==> src/rtl/ofm_packer.sv <==
`default_nettype none
// ============================================================================
// Module   : ofm_packer
// Brief    : Quantizes fully-connected results and packs LANES lanes per word into an output FIFO.
//            Define OFM_PACKER_RELU_EN to clamp negative lanes to zero.
// Revision : 1.0 - initial release
// ============================================================================
module ofm_packer #(
  parameter int DATA_WIDTH = 16,
  parameter int OUT_WIDTH  = 8,
  parameter int LANES      = 8,
  parameter int FIFO_DEPTH = 4
) (
  input  logic                         clk1,
  input  logic                         rst,
  input  logic [DATA_WIDTH-1:0]        ofm,
  input  logic                         valid_data,
  input  logic                         flush,
  input  logic [3:0]                   shift,
  output logic [LANES*OUT_WIDTH-1:0]   out_data,
  output logic                         out_valid,
  input  logic                         out_ready,
  output logic                         overflow,
  output logic [15:0]                  word_cnt
);

  localparam int c_IDX_W  = (LANES > 1) ? $clog2(LANES) : 1;
  localparam int c_PTR_W  = (FIFO_DEPTH > 1) ? $clog2(FIFO_DEPTH) : 1;
  localparam int c_EXT_W  = DATA_WIDTH + 1;
  localparam int c_WORD_W = LANES * OUT_WIDTH;
  localparam logic [c_IDX_W-1:0]        c_LAST = c_IDX_W'(LANES - 1);
  localparam logic signed [c_EXT_W-1:0] c_QMAX = c_EXT_W'((1 << (OUT_WIDTH - 1)) - 1);
  localparam logic signed [c_EXT_W-1:0] c_QMIN = ~c_QMAX;

  // One extra bit keeps the rounding bias from overflowing the input range
  logic signed [c_EXT_W-1:0] w_ext;
  logic signed [c_EXT_W-1:0] w_bias;
  logic signed [c_EXT_W-1:0] w_rnd;
  logic signed [c_EXT_W-1:0] w_shr;
  logic [OUT_WIDTH-1:0]      w_sat;
  logic [OUT_WIDTH-1:0]      w_q;

  assign w_ext  = {ofm[DATA_WIDTH-1], ofm};
  assign w_bias = (shift == 4'd0) ? '0 : (c_EXT_W'(1) << (shift - 4'd1));
  assign w_rnd  = w_ext + w_bias;
  assign w_shr  = w_rnd >>> shift;

  always_comb begin
    w_sat = w_shr[OUT_WIDTH-1:0];
    if (w_shr > c_QMAX) begin
      w_sat = c_QMAX[OUT_WIDTH-1:0];
    end else if (w_shr < c_QMIN) begin
      w_sat = c_QMIN[OUT_WIDTH-1:0];
    end
  end

`ifdef OFM_PACKER_RELU_EN
  assign w_q = w_sat[OUT_WIDTH-1] ? '0 : w_sat;
`else
  assign w_q = w_sat;
`endif

  logic [OUT_WIDTH-1:0] r_s1_q;
  logic                 r_s1_vld;
  logic                 r_s1_flush;

  always_ff @(posedge clk1 or posedge rst) begin
    if (rst) begin
      r_s1_q     <= '0;
      r_s1_vld   <= 1'b0;
      r_s1_flush <= 1'b0;
    end else begin
      r_s1_q     <= w_q;
      r_s1_vld   <= valid_data;
      r_s1_flush <= flush;
    end
  end

  logic [OUT_WIDTH-1:0] r_lane [LANES];
  logic [c_IDX_W-1:0]   r_lane_idx;
  logic [c_WORD_W-1:0]  w_word;
  logic                 w_last;
  logic                 w_push_req;

  // The outgoing word already includes the sample being written this edge
  for (genvar i = 0; i < LANES; i++) begin : g_lane
    assign w_word[i*OUT_WIDTH +: OUT_WIDTH] =
      (r_s1_vld && (r_lane_idx == c_IDX_W'(i))) ? r_s1_q : r_lane[i];
  end

  assign w_last     = r_s1_vld && (r_lane_idx == c_LAST);
  assign w_push_req = w_last || (r_s1_flush && (r_s1_vld || (r_lane_idx != '0)));

  always_ff @(posedge clk1 or posedge rst) begin
    if (rst) begin
      r_lane_idx <= '0;
      for (int i = 0; i < LANES; i++) begin
        r_lane[i] <= '0;
      end
    end else if (w_push_req) begin
      r_lane_idx <= '0;
      for (int i = 0; i < LANES; i++) begin
        r_lane[i] <= '0;
      end
    end else if (r_s1_vld) begin
      r_lane[r_lane_idx] <= r_s1_q;
      r_lane_idx         <= r_lane_idx + 1'b1;
    end
  end

  logic [c_WORD_W-1:0] r_mem [FIFO_DEPTH];
  logic [c_PTR_W:0]    r_wr_ptr;
  logic [c_PTR_W:0]    r_rd_ptr;
  logic                r_overflow;
  logic [15:0]         r_word_cnt;
  logic                w_empty;
  logic                w_full;
  logic                w_pop;
  logic                w_push_ok;
  logic                w_drop;

  assign w_empty   = (r_wr_ptr == r_rd_ptr);
  assign w_full    = (r_wr_ptr[c_PTR_W] != r_rd_ptr[c_PTR_W]) &&
                     (r_wr_ptr[c_PTR_W-1:0] == r_rd_ptr[c_PTR_W-1:0]);
  assign w_pop     = !w_empty && out_ready;
  // A simultaneous pop frees the slot, so a full FIFO still accepts the push
  assign w_push_ok = w_push_req && (!w_full || w_pop);
  assign w_drop    = w_push_req && w_full && !w_pop;

  always_ff @(posedge clk1) begin
    if (w_push_ok) begin
      r_mem[r_wr_ptr[c_PTR_W-1:0]] <= w_word;
    end
  end

  always_ff @(posedge clk1 or posedge rst) begin
    if (rst) begin
      r_wr_ptr   <= '0;
      r_rd_ptr   <= '0;
      r_overflow <= 1'b0;
      r_word_cnt <= '0;
    end else begin
      if (w_push_ok) begin
        r_wr_ptr   <= r_wr_ptr + 1'b1;
        r_word_cnt <= r_word_cnt + 16'd1;
      end
      if (w_pop) begin
        r_rd_ptr <= r_rd_ptr + 1'b1;
      end
      if (w_drop) begin
        r_overflow <= 1'b1;
      end
    end
  end

  assign out_valid = !w_empty;
  assign out_data  = w_empty ? '0 : r_mem[r_rd_ptr[c_PTR_W-1:0]];
  assign overflow  = r_overflow;
  assign word_cnt  = r_word_cnt;

endmodule
`default_nettype wire

==> config.mk <==
export PLATFORM = sky130hd
export DESIGN_NAME = ofm_packer
export DESIGN_NICKNAME = d
export VERILOG_FILES = /design/src/rtl/ofm_packer.sv
export SDC_FILE = /design/constraint.sdc
export NUM_CORES = 1
export LEC_CHECK = 0
export ABC_CLOCK_PERIOD_IN_PS = 5700
export CAP_MARGIN = 20
export CORE_ASPECT_RATIO = 1.2
export CORE_MARGIN = 3
export CORE_UTILIZATION = 60
export DETAILED_ROUTE_END_ITERATION = 10
export PLACE_DENSITY = 0.79
export SLEW_MARGIN = 10
export SYNTH_ARGS = -nofsm -noshare
export SYNTH_HDL_FRONTEND = slang
export SYNTH_SLANG_ARGS = --single-unit
==> constraint.sdc <==
create_clock -name clk1 -period 5.7 [get_ports clk1]
set_input_delay 0.57 -clock clk1 [delete_from_list [all_inputs] [get_ports clk1]]
set_output_delay 0.57 -clock clk1 [all_outputs]
set_load 0.005 [all_outputs]
======== Word level (Yosys, flattened, before mapping) ========
Memory sizes are Yosys's and may differ from the RTL's.
Cells that the tools add are included.
word-level totals
  flip-flop bits (word level) ............. 100
  RAM bits ................................ 256
  input bits .............................. 25
  output and inout bits ................... 82
  logic and storage cells ................. 86
  memories kept ........................... 1
cells by class
  add/subtract/negate cells ............... 6
  $lt $le $gt $ge ......................... 4
  eq/ne operators ......................... 10
  shift operators ......................... 2
  mux-type cells .......................... 21
  bitwise logic cells ..................... 1
  reduce and logical (&&, ||, !) cells .... 25
memory list
  memory  words  bits a word  rd ports  clocked after Yosys merged registers in  wr ports  RTL line  RTL
  r_mem   4      64           1         0                                        1         111       logic [c_WORD_W-1:0] r_mem [FIFO_DEPTH];
operators by type and width
  cell                                                                   number
  64-bit two-way mux                                                     3
  8-bit two-way mux                                                      11
  64-bit bitwise mux                                                     1
  8-bit demux with 3-bit select                                          1
  16-bit by 17-bit adder with 17-bit output                              1
  17-bit by 8-bit > comparator with 1-bit output, second input constant  1
  17-bit by 8-bit < comparator with 1-bit output, second input constant  1
  17-bit two-way mux                                                     1
  1-bit by 4-bit left shift with 17-bit output, first input constant     1
  17-bit by 4-bit >>> shifter with 17-bit output                         1
  16-bit by 1-bit adder with 16-bit output, second input constant        1
  1-bit logical AND                                                      15
  3-bit equality test, second input constant                             4
  3-bit by 1-bit adder with 3-bit output, second input constant          3
  3-bit by 2-bit equality test with 1-bit output, second input constant  2
  3-bit two-way mux                                                      2
  4-bit >= comparator, second input constant                             1
  4-bit zero test                                                        1
  4-bit by 1-bit < comparator with 1-bit output, second input constant   1
  3-bit inverter with 4-bit output                                       1
  4-bit by 1-bit subtractor with 4-bit output, second input constant     1
  3-bit by 1-bit equality test with 1-bit output, second input constant  1
  3-bit equality test                                                    1
  1-bit zero test                                                        3
  7 further kinds                                                        10

======== Depth between registers and ports, before layout ========
Gate-level depths: netlist of run 1.
  depth in word-level cells ............... 8
  mapped depth ............................ 18
  depth with buffers taken out ............ 15

======== Least setup slack after synthesis of run 1 ========
No wires, ideal clock.
  path type ............................... input to register
  start point ............................. input shift[3]
  end point ............................... register r_s1_q[3]
  arrival ................................. 3.867 ns
  slack ................................... 1.681 ns
  stages .................................. 17
  path buffers ............................ 4
  cell sequence ........................... clkbuf_1 -> clkbuf_1 -> nand2_1 -> nor2_1 -> ha_1 -> buf_6 -> and3_1 -> and3_4 -> a211oi_4 -> mux2i_2 -> inv_1 -> o221ai_2 -> nand3_1 -> a2111oi_2 -> or3_1 -> buf_6 -> a41oi_2
on the way
  longest elaborated chain between the ends .. 8
  elaborated cells on any way between the ends .. 10
  classes of those cells .................. add/sub (2); order compare (2); shift (2); mux (3); reduce/logical (1)
RTL lines
  element                                           RTL line  RTL
  start, declared                                   19        input logic [3:0] shift,
  4-bit by 1-bit subtractor with 4-bit output       44        assign w_bias = (shift == 4'd0) ? '0 : (c_EXT_W'(1) << (shift - 4'd1));
  1-bit by 4-bit left shift with 17-bit output      44
  17-bit two-way mux                                44
  16-bit by 17-bit adder with 17-bit output         45        assign w_rnd = w_ext + w_bias;
  17-bit by 4-bit >>> shifter with 17-bit output *  46        assign w_shr = w_rnd >>> shift;
  17-bit by 8-bit < comparator with 1-bit output    52        end else if (w_shr < c_QMIN) begin
  8-bit two-way mux                                 52
  8-bit two-way mux *                               50        if (w_shr > c_QMAX) begin
  net w_q[3]                                        41        logic [OUT_WIDTH-1:0] w_q;
  end signal, assigned                              73        r_s1_q <= w_q;
  end, declared                                     63        logic [OUT_WIDTH-1:0] r_s1_q;
Mark *: on every way through the listed nets, which the timed path passes. The rest lies on a longest branch.
A chain may end at the register's enable or synchronous reset.

======== Worst setup path in the final report of run 1 ========
  start point ............................. input shift[0]
  end point ............................... register r_s1_q[0]
The elaborated chain is that of the path after synthesis.

==> results.toml, run 1 <==
[outcome]
status = "finished, final reports clean"

[setup_path]
critPathLaunch = "shift[0]"
crit_arrival_ns = 4.87
r2r_slack_ns = 1.69
r2r_cells = 8
path_max_fanout = 12
worstSetupPathType = "primary input to flip-flop"
cp-end-kind = "flip-flop"
cp_data_required_time_ns = 6.04
timing.rr.end = "r_mem[3][62]"
crit_path_start_kind = "primary input"
r2r-start = "r_lane_idx[1]"

[timing]
tightest_slew_ns = 1.07
clock_skew_ns = 0.0122
setup_viol = 0
holdWs_ns = 0.429
final.setup.tns_ns = 0
hold_violations = 0
report.final.slew_viol_count = 0
min_period_ns = 4.53
max_freq_mhz = 221
relSlewSlack = 0.283
period_share = 0.795
rsz0062_at_grt = "no"
worst_slack_ns = 1.17

[pwr]
total_power_mw = 8.82
p_per_area_nw_per_um2 = 472
p_leak_nw = 7.02
peakVddDrop_mv = 0.295

[synth]
yosys_warnings = 0
syn_inst = 1049
yosys_most_used_dff = "edfxtp_1"
syn_avg_cell_area_um2 = 15.5
synth-seq-cells = 356
yosys.cell_types.count = 72
synth_seq_area_share = 0.629
synth_edf_count = 256
syn_nets = 1103
async_flop_share = 0.281
synth_area_um2 = 16200

[place]
hpwl_um = 21600
placed_cells = 1457
place_area_um2 = 17600
place_congestion = 0.913
port_buffers = 106
dp_slack_ns = 0.719

[routing]
finalWirelength_um = 34000
wl_per_cell_um = 22.4
antenna_left = 0
drt_pass1_iterations = 5
viasPerCell = 6.27
vias = 9520
drc = 0
drt_iter0_markers = 627

[cts]
cts_inserted_buffers = 34
insertion_delay_ns = 0.50
clock_path_buffers = 3
postCtsResizedCells = 0
holdBufCountCts = 0
cts_root_buffer = "clkbuf_16"
cts_tree = "yes"
htree_levels = 2
cts_post_setup_buffers_inserted = 0
clkSlewWorstSetupHoldPaths_ns = 0.06
cts_num_sinks = 356

[die]
die_h_um = 186
die_area_um2 = 29000
rows = 65
ios = 107
die_x_um = 156
core_area_um2 = 26400
initial_utilization = 0.613

[job]
max_cap_violations = 0

[global_route]
grt_max_degree = 67
grt_overflow = 0
grt_pass1_vias = 9886
antenna_found_initial = 0
grt_pass1_wl_um = 54400
track_usage = 0.241

[cells_and_area]
area_growth_pct = 15.2
mostFrequentLayoutCells = "256 x edfxtp_1, 106 x clkdlybuf4s50_1, 98 x dfrtp_1, 72 x mux2_2, 66 x mux4_2"
final_common_cell = "edfxtp_1"
finish.instance_area_um2 = 18700
diodes = 0
utilization = 0.707
nNetsFinal = 1212
instances_no_fill = 1518
drive_above_1_share = 0.200

[min_path]
worstHoldPathCells = 1
hold_path.class = "flip-flop to flip-flop"
worstHoldStart = "r_s1_flush"
holdPathEnd = "r_lane_idx[2]"
-- routing by layer --
metal	GRT usage	part of all wire
met5	0	0
met3	0.0340	0.050
met2	0.407	0.51
met4	0.0710	0.023
met1	0.330	0.42
-- Yosys cell counts, types with 10 or more instances --
library cell,count,area (µm²)
a21oi_1,36,180
a22o_1,64,561
a31oi_1,10,62.6
buf_1,12,45.0
clkbuf_1,30,113
dfrtp_1,100,2500
edfxtp_1,256,7690
ha_1,28,350
inv_1,17,63.8
mux2_2,72,811
mux2i_1,12,120
mux4_2,66,1490
nand2_1,42,158
nand3_1,19,95.1
nor2_1,61,229
nor2b_1,64,400
o21ai_0,11,55.1
xnor2_1,27,236
-- worst max-delay path by stage --
stage                endpoint  slack, ns  cells past startpoint
floorplan           r_s1_q[3]       1.68                     17
global placement    r_s1_q[3]       0.79                     15
detailed placement  r_s1_q[3]       0.72                     15
CTS                 r_s1_q[0]       1.24                     15
global route        r_s1_q[0]       0.82                     15
finish              r_s1_q[0]       1.17                     15
-- state kept, by name, indices dropped and copies added, names as in the netlist --
register,flops
r_mem,256
r_lane,64
word_cnt,16
r_s1_q,8
r_lane_idx,3
r_rd_ptr,3
r_wr_ptr,3
overflow,1
r_s1_flush,1
r_s1_vld,1
-- cell families after synthesis --
| group | count (synthesis) | share of synthesized area |
|---|---|---|
| and+or+nand+nor | 223 | 0.0692 |
| muxes | 151 | 0.150 |
| xor gates and xnor gates | 33 | 0.0178 |
| adders and majority gates | 29 | 0.0228 |
| AOI/OAI and AO/OA | 188 | 0.0939 |
| buffers and inverters | 68 | 0.0173 |
| other | 1 | 0.000231 |
| DFF | 356 | 0.629 |
-- critical path: stages --
cell	delay, ns
clkdlybuf4s50_1	0.74
inv_1	0.25
nand2_1	0.33
nor2_1	0.10
ha_1	0.38
a21oi_1	0.33
o211ai_1	0.17
a32o_1	0.27
o2111ai_4	0.31
a2bb2o_4	0.24
a211oi_2	0.29
nor2_1	0.08
o311ai_0	0.36
o21a_1	0.35
a31oi_1	0.09
-- layout make-up --
type,instances,area [µm²]
sequential,356,10200
fill,1700,7750
multi-input combinational,625,5750
timing repair buffer,123,1190
clock buffer,53,1010
tap,335,419
inverter,18,70.1
clock inverter,8,47.5
-- power by group --
group	switching (mW)	total [mW]	internal, mW
combinational	1.38	3.09	1.70
clock	0.900	2.13	1.23
sequential	0.286	3.61	3.32
Power figures use the tool's default switching activity.
==> inputs of run 2 (changes only) <==
--- a/config.mk
+++ b/config.mk
@@ -5,13 +5,13 @@
 export SDC_FILE = /design/constraint.sdc
 export NUM_CORES = 1
 export LEC_CHECK = 0
-export ABC_CLOCK_PERIOD_IN_PS = 5700
+export ABC_CLOCK_PERIOD_IN_PS = 4700
 export CAP_MARGIN = 20
 export CORE_ASPECT_RATIO = 1.2
 export CORE_MARGIN = 3
-export CORE_UTILIZATION = 60
+export CORE_UTILIZATION = 59
 export DETAILED_ROUTE_END_ITERATION = 10
-export PLACE_DENSITY = 0.79
+export PLACE_DENSITY = 0.78
 export SLEW_MARGIN = 10
 export SYNTH_ARGS = -nofsm -noshare
 export SYNTH_HDL_FRONTEND = slang
==> constraint.sdc (replaced) <==
create_clock -name clk1 -period 4.7 [get_ports clk1]
set_input_delay 0.47 -clock clk1 [delete_from_list [all_inputs] [get_ports clk1]]
set_output_delay 0.47 -clock clk1 [all_outputs]
set_load 0.005 [all_outputs]
==> results.toml, run 2 (same netlist as run 1, synthesis figures left out) <==
[timing]
setup_viol = 0
tightest_slew_ns = 0.958
period_share = 0.867
final.setup.tns_ns = 0
report.final.slew_viol_count = 0
hold_violations = 0
max_freq_mhz = 245
rsz0062_at_grt = "no"
clock_skew_ns = 0.0273
relSlewSlack = 0.356
min_period_ns = 4.07

[setup_path]
path_depth = 16
slowest_stage = "clkdlybuf4s50_1"
worstPathCellList = "clkdlybuf4s50_1, buf_4, inv_1, nand2_1, nor2_1, ha_1, a21oi_1, o211ai_1, a32o_1, o2111ai_4, a2bb2o_4, a211oi_2, nand3_1, a2111oi_2, or3_1, a41oi_2"
cp_num_buf_inv = 3
crit_path_start_kind = "primary input"
worstSetupPathType = "primary input to flip-flop"
cp_data_required_time_ns = 5.05
slowest_delay_ns = 0.47
r2r-start = "r_lane_idx[1]"
critPathLaunch = "shift[2]"
crit_arrival_ns = 4.42
crit_family = "compound AO/OA/AOI/OAI gates"
cp-end-kind = "flip-flop"
r2r_cells = 8
r2r_slack_ns = 0.84
timing.rr.end = "r_mem[1][57]"
path_max_fanout = 25

[cts]
cts_inserted_buffers = 34
postCtsResizedCells = 0
holdBufCountCts = 0
cts_post_setup_buffers_inserted = 0
htree_levels = 2
clock_path_buffers = 3
clkSlewWorstSetupHoldPaths_ns = 0.06
cts_tree = "yes"
cts_num_sinks = 356
cts_root_buffer = "clkbuf_16"
insertion_delay_ns = 0.52

[place]
place_congestion = 0.950
place_area_um2 = 17700
hpwl_um = 21700
placed_cells = 1466
port_buffers = 106

[routing]
antenna_left = 0
vias = 9595
finalWirelength_um = 34300
viasPerCell = 6.28
drt_iter0_markers = 661
drc = 0
wl_per_cell_um = 22.4
drt_pass1_iterations = 4

[global_route]
grt_overflow = 0
antenna_found_initial = 0
grt_pass1_wl_um = 54900
grt_max_degree = 72
grt_pass1_vias = 9869
track_usage = 0.238

[die]
rows = 65
core_area_um2 = 26700
ios = 107
initial_utilization = 0.608
die_x_um = 157
die_h_um = 188
die_area_um2 = 29500

[cells_and_area]
nNetsFinal = 1221
finish.instance_area_um2 = 18800
instances_no_fill = 1527
mostFrequentLayoutCells = "256 x edfxtp_1, 106 x clkdlybuf4s50_1, 98 x dfrtp_1, 72 x mux2_2, 66 x mux4_2"
largest_reg_flops = 256
final_common_cell = "edfxtp_1"
area_growth_pct = 16.0
diodes = 0
drive_above_1_share = 0.206

[min_path]
worstHoldPathCells = 1
worstHoldStart = "r_s1_flush"
holdPathEnd = "r_lane_idx[2]"
hold_path.class = "flip-flop to flip-flop"

[pwr]
clkPwrFrac = 0.244
p_int_mw = 7.63
p_sw_frac = 0.292
p_leak_nw = 7.07
p_seq_frac = 0.410
peakVddDrop_mv = 0.461
p_comb_frac = 0.346
p_sw_mw = 3.15
p_per_area_nw_per_um2 = 573

[job]
max_cap_violations = 0

[outcome]
status = "finished, final reports clean"
==> run 2: changes by cell type in the layout (fill, tap and decap cells not counted) <==
cell	previous run	this run
clkinvlp_2	0	1
inv_16	0	1
clkinv_2	4	5
clkbuf_1	11	13
clkinvlp_4	0	2
clkinv_1	2	0
buf_12	0	4
bufinv_16	0	2
clkbuf_8	7	1
buf_4	17	22
inv_8	1	0
==> run 2: per-layer routing <==
layer,track usage,vias up,part of all wire,wire [µm]
li1,-,4335,-,-
met1,0.330,4879,0.42,14300
met2,0.398,320,0.51,17500
met3,0.0335,61,0.050,1700
met4,0.0674,0,0.025,852
met5,0,-,0,0
==> run 2: area by class of cell <==
class / count / area (µm²)
Sequential cell: 356 / 10200
Fill cell: 1745 / 7870
Multi-Input combinational cell: 625 / 5750
Timing Repair Buffer: 132 / 1310
Clock buffer: 49 / 938
Tap cell: 335 / 419
Clock inverter: 12 / 134
Inverter: 18 / 70.1
==> run 2: worst register-to-register path, cell delays in order (launching register included) <==
cell	delay, ns
dfrtp_1	0.56
ha_1	0.25
ha_1	0.19
a21oi_1	0.11
a31oi_1	0.49
inv_1	0.11
nor2_1	0.68
and2_2	0.75
buf_12	0.36
==> run 2: per-stage QoR <==
| step | hold slack (ns) | power, mW | utilization | setup slack, ns |
|---|---|---|---|---|
| after floorplan | 0.404 | 6.44 | - | 0.781 |
| after global placement | 0.429 | 8.15 | 0.665 | 0.203 |
| after detailed placement | 0.416 | 8.23 | 0.665 | 0.161 |
| after CTS | 0.440 | 10.9 | 0.705 | 0.675 |
| after global routing | 0.456 | 11.3 | 0.705 | 0.278 |
| final | 0.440 | 10.8 | 0.705 | 0.626 |
==> run 2: power by group through the flow <==
stage                     combinational, mW  clock [mW]  sequential, mW
after detailed placement               3.76           0            4.47
after global placement                 3.71           0            4.44
after floorplan                        2.19           0            4.25
final                                  3.74        2.63            4.42
after CTS                              3.80        2.67            4.42
after global routing                   4.06        2.80            4.48
==> run 2: worst max-delay path by stage <==
| stage | to | slack (ns) |
|---|---|---|
| 6_report | r_s1_q[3] | 0.63 |
| 5_1_grt | r_s1_q[3] | 0.28 |
| 4_1_cts | r_s1_q[2] | 0.67 |
| 3_5_place_dp | r_s1_q[3] | 0.16 |
| 3_3_place_gp | r_s1_q[3] | 0.20 |
| 2_1_floorplan | r_s1_q[3] | 0.78 |
==> inputs of run 3 (changes only) <==
--- a/config.mk
+++ b/config.mk
@@ -5,13 +5,13 @@
 export SDC_FILE = /design/constraint.sdc
 export NUM_CORES = 1
 export LEC_CHECK = 0
-export ABC_CLOCK_PERIOD_IN_PS = 4700
+export ABC_CLOCK_PERIOD_IN_PS = 3800
 export CAP_MARGIN = 20
 export CORE_ASPECT_RATIO = 1.2
 export CORE_MARGIN = 3
-export CORE_UTILIZATION = 59
+export CORE_UTILIZATION = 30
 export DETAILED_ROUTE_END_ITERATION = 10
-export PLACE_DENSITY = 0.78
+export PLACE_DENSITY = 0.44
 export SLEW_MARGIN = 10
 export SYNTH_ARGS = -nofsm -noshare
 export SYNTH_HDL_FRONTEND = slang
==> constraint.sdc (replaced) <==
create_clock -name clk1 -period 3.8 [get_ports clk1]
set_input_delay 0.38 -clock clk1 [delete_from_list [all_inputs] [get_ports clk1]]
set_output_delay 0.38 -clock clk1 [all_outputs]
set_load 0.005 [all_outputs]
==> results.toml, run 3 (same netlist as run 1, synthesis figures left out) <==
[outcome]
status = "finished, final reports clean"

[cells_and_area]
area_growth_pct = 25.0
fillers = 5080
multi_input_area_um2 = 5820
instances_no_fill = 1998
nNetsFinal = 1317
finish.instance_area_um2 = 20300
final_common_cell = "edfxtp_1"
drive_above_1_share = 0.277
largest_reg_flops = 256
diodes = 0
seq_area_um2 = 10200
mostFrequentLayoutCells = "256 x edfxtp_1, 108 x buf_4, 103 x clkdlybuf4s50_1, 98 x dfrtp_1, 72 x mux2_2"

[setup_path]
crit_arrival_ns = 4.06
timing.rr.end = "r_mem[3][38]"
path_max_fanout = 7
worstSetupPathType = "primary input to flip-flop"
r2r_cells = 8
r2r-start = "r_lane_idx[1]"
crit_path_start_kind = "primary input"
cp_data_required_time_ns = 4.22
cp-end-kind = "flip-flop"
r2r_slack_ns = 0.55

[timing]
final.setup.tns_ns = 0
clock_skew_ns = 0.0342
rsz0062_at_grt = "no"
holdWs_ns = 0.313
setup_viol = 0
max_freq_mhz = 275
relSlewSlack = 0.307
period_share = 0.958
report.final.slew_viol_count = 0
tightest_slew_ns = 1.03
min_period_ns = 3.64
hold_violations = 0

[global_route]
grt_max_degree = 57
grt_pass1_vias = 10435
grt_pass1_wl_um = 63200
track_usage = 0.144
grt_overflow = 0
antenna_found_initial = 1

[routing]
dr.max_layer_used = "met4"
vias = 9704
viasPerCell = 4.86
antenna_left = 0
drc = 0
routed-wl-met2_um = 20600
drt_pass1_iterations = 5
met3_length_um = 1320
finalWirelength_um = 40200
detail_route.wirelength.met1_um = 17500
wl_per_cell_um = 20.1
drt_iter0_markers = 482

[job]
max_cap_violations = 0

[min_path]
worstHoldPathCells = 1
holdPathEnd = "r_s1_flush"
worstHoldStart = "flush"
hold_path.class = "primary input to flip-flop"

[place]
port_buffers = 106
hpwl_um = 27000
place_area_um2 = 18900
placed_cells = 1924
place_congestion = 0.877

[cts]
clkSlewWorstSetupHoldPaths_ns = 0.06
clock_path_buffers = 3
cts_inserted_buffers = 39
cts_root_buffer = "clkbuf_16"
htree_levels = 2
insertion_delay_ns = 0.55
cts_tree = "yes"
cts_num_sinks = 356

[die]
initial_utilization = 0.306
die_x_um = 218
ios = 107
die_area_um2 = 56900
rows = 92
die_h_um = 261
core_area_um2 = 53000

[pwr]
p_leak_nw = 7.66
peakVddDrop_mv = 0.373
p_per_area_nw_per_um2 = 691
run 3: through the flow:
| step | power, mW | util | worst slack [ns] |
|---|---|---|---|
| finish | 14.0 | 0.383 | 0.161 |
| global route | 14.9 | 0.383 | 0.00409 |
| CTS | 14.3 | 0.381 | 0.0468 |
| detailed placement | 10.6 | 0.358 | -0.534 |
| global placement | 10.6 | 0.358 | -0.507 |
| floorplan | 7.96 | - | 0.00914 |
run 3: where the power goes:
part	switching, mW	internal, mW	leakage [nW]	total, mW
logic	2.29	2.75	3.31	5.04
clock network	1.52	2.12	0.605	3.64
registers	0.350	4.98	3.75	5.33
run 3: repair_timing:
action,4_1_cts,5_1_grt
buffers inserted,0,3
setup endpoints to repair,0,7
hold buffers,0,0
gates resized for setup,0,22
run 3: layout make-up:
type                            count  area share
Inverter                           18     0.00346
Multi-Input combinational cell    625       0.287
Sequential cell                   356       0.503
Clock buffer                       50      0.0522
Clock inverter                     21     0.00877
Tap cell                          705      0.0435
Timing Repair Buffer              223       0.102
run 3: layer usage:
layer | track usage | vias to the layer above
met2 | 0.254 | 141
met3 | 0.0239 | 49
met4 | 0.0395 | 0
li1 | - | 4530
met5 | 0 | -
met1 | 0.184 | 4984
run 3: how the worst max path moves through the flow:
stage | end | startpoint | depth (start not counted) | slack [ns]
2_1_floorplan | r_s1_q[3] | shift[3] | 17 | 0.009
3_3_place_gp | r_s1_q[3] | shift[1] | 17 | -0.51
3_5_place_dp | r_s1_q[3] | shift[3] | 14 | -0.53
4_1_cts | r_s1_q[3] | shift[0] | 16 | 0.05
5_1_grt | r_s1_q[4] | shift[2] | 17 | 0.004
6_report | r_s1_q[3] | shift[2] | 15 | 0.16
run 3: worst max-delay path, stage by stage:
cell and delay [ns]:
clkdlybuf4s50_1 0.50, or2_4 0.17, nor2_1 0.05, ha_1 0.21, fa_2 0.35, a211oi_2 0.33, o21ai_2 0.18, a32o_2 0.29
o2111ai_4 0.22, a2bb2o_4 0.24, a211oi_4 0.28, nand3_1 0.13, a2111oi_2 0.37, or3_4 0.23, a41oi_2 0.11
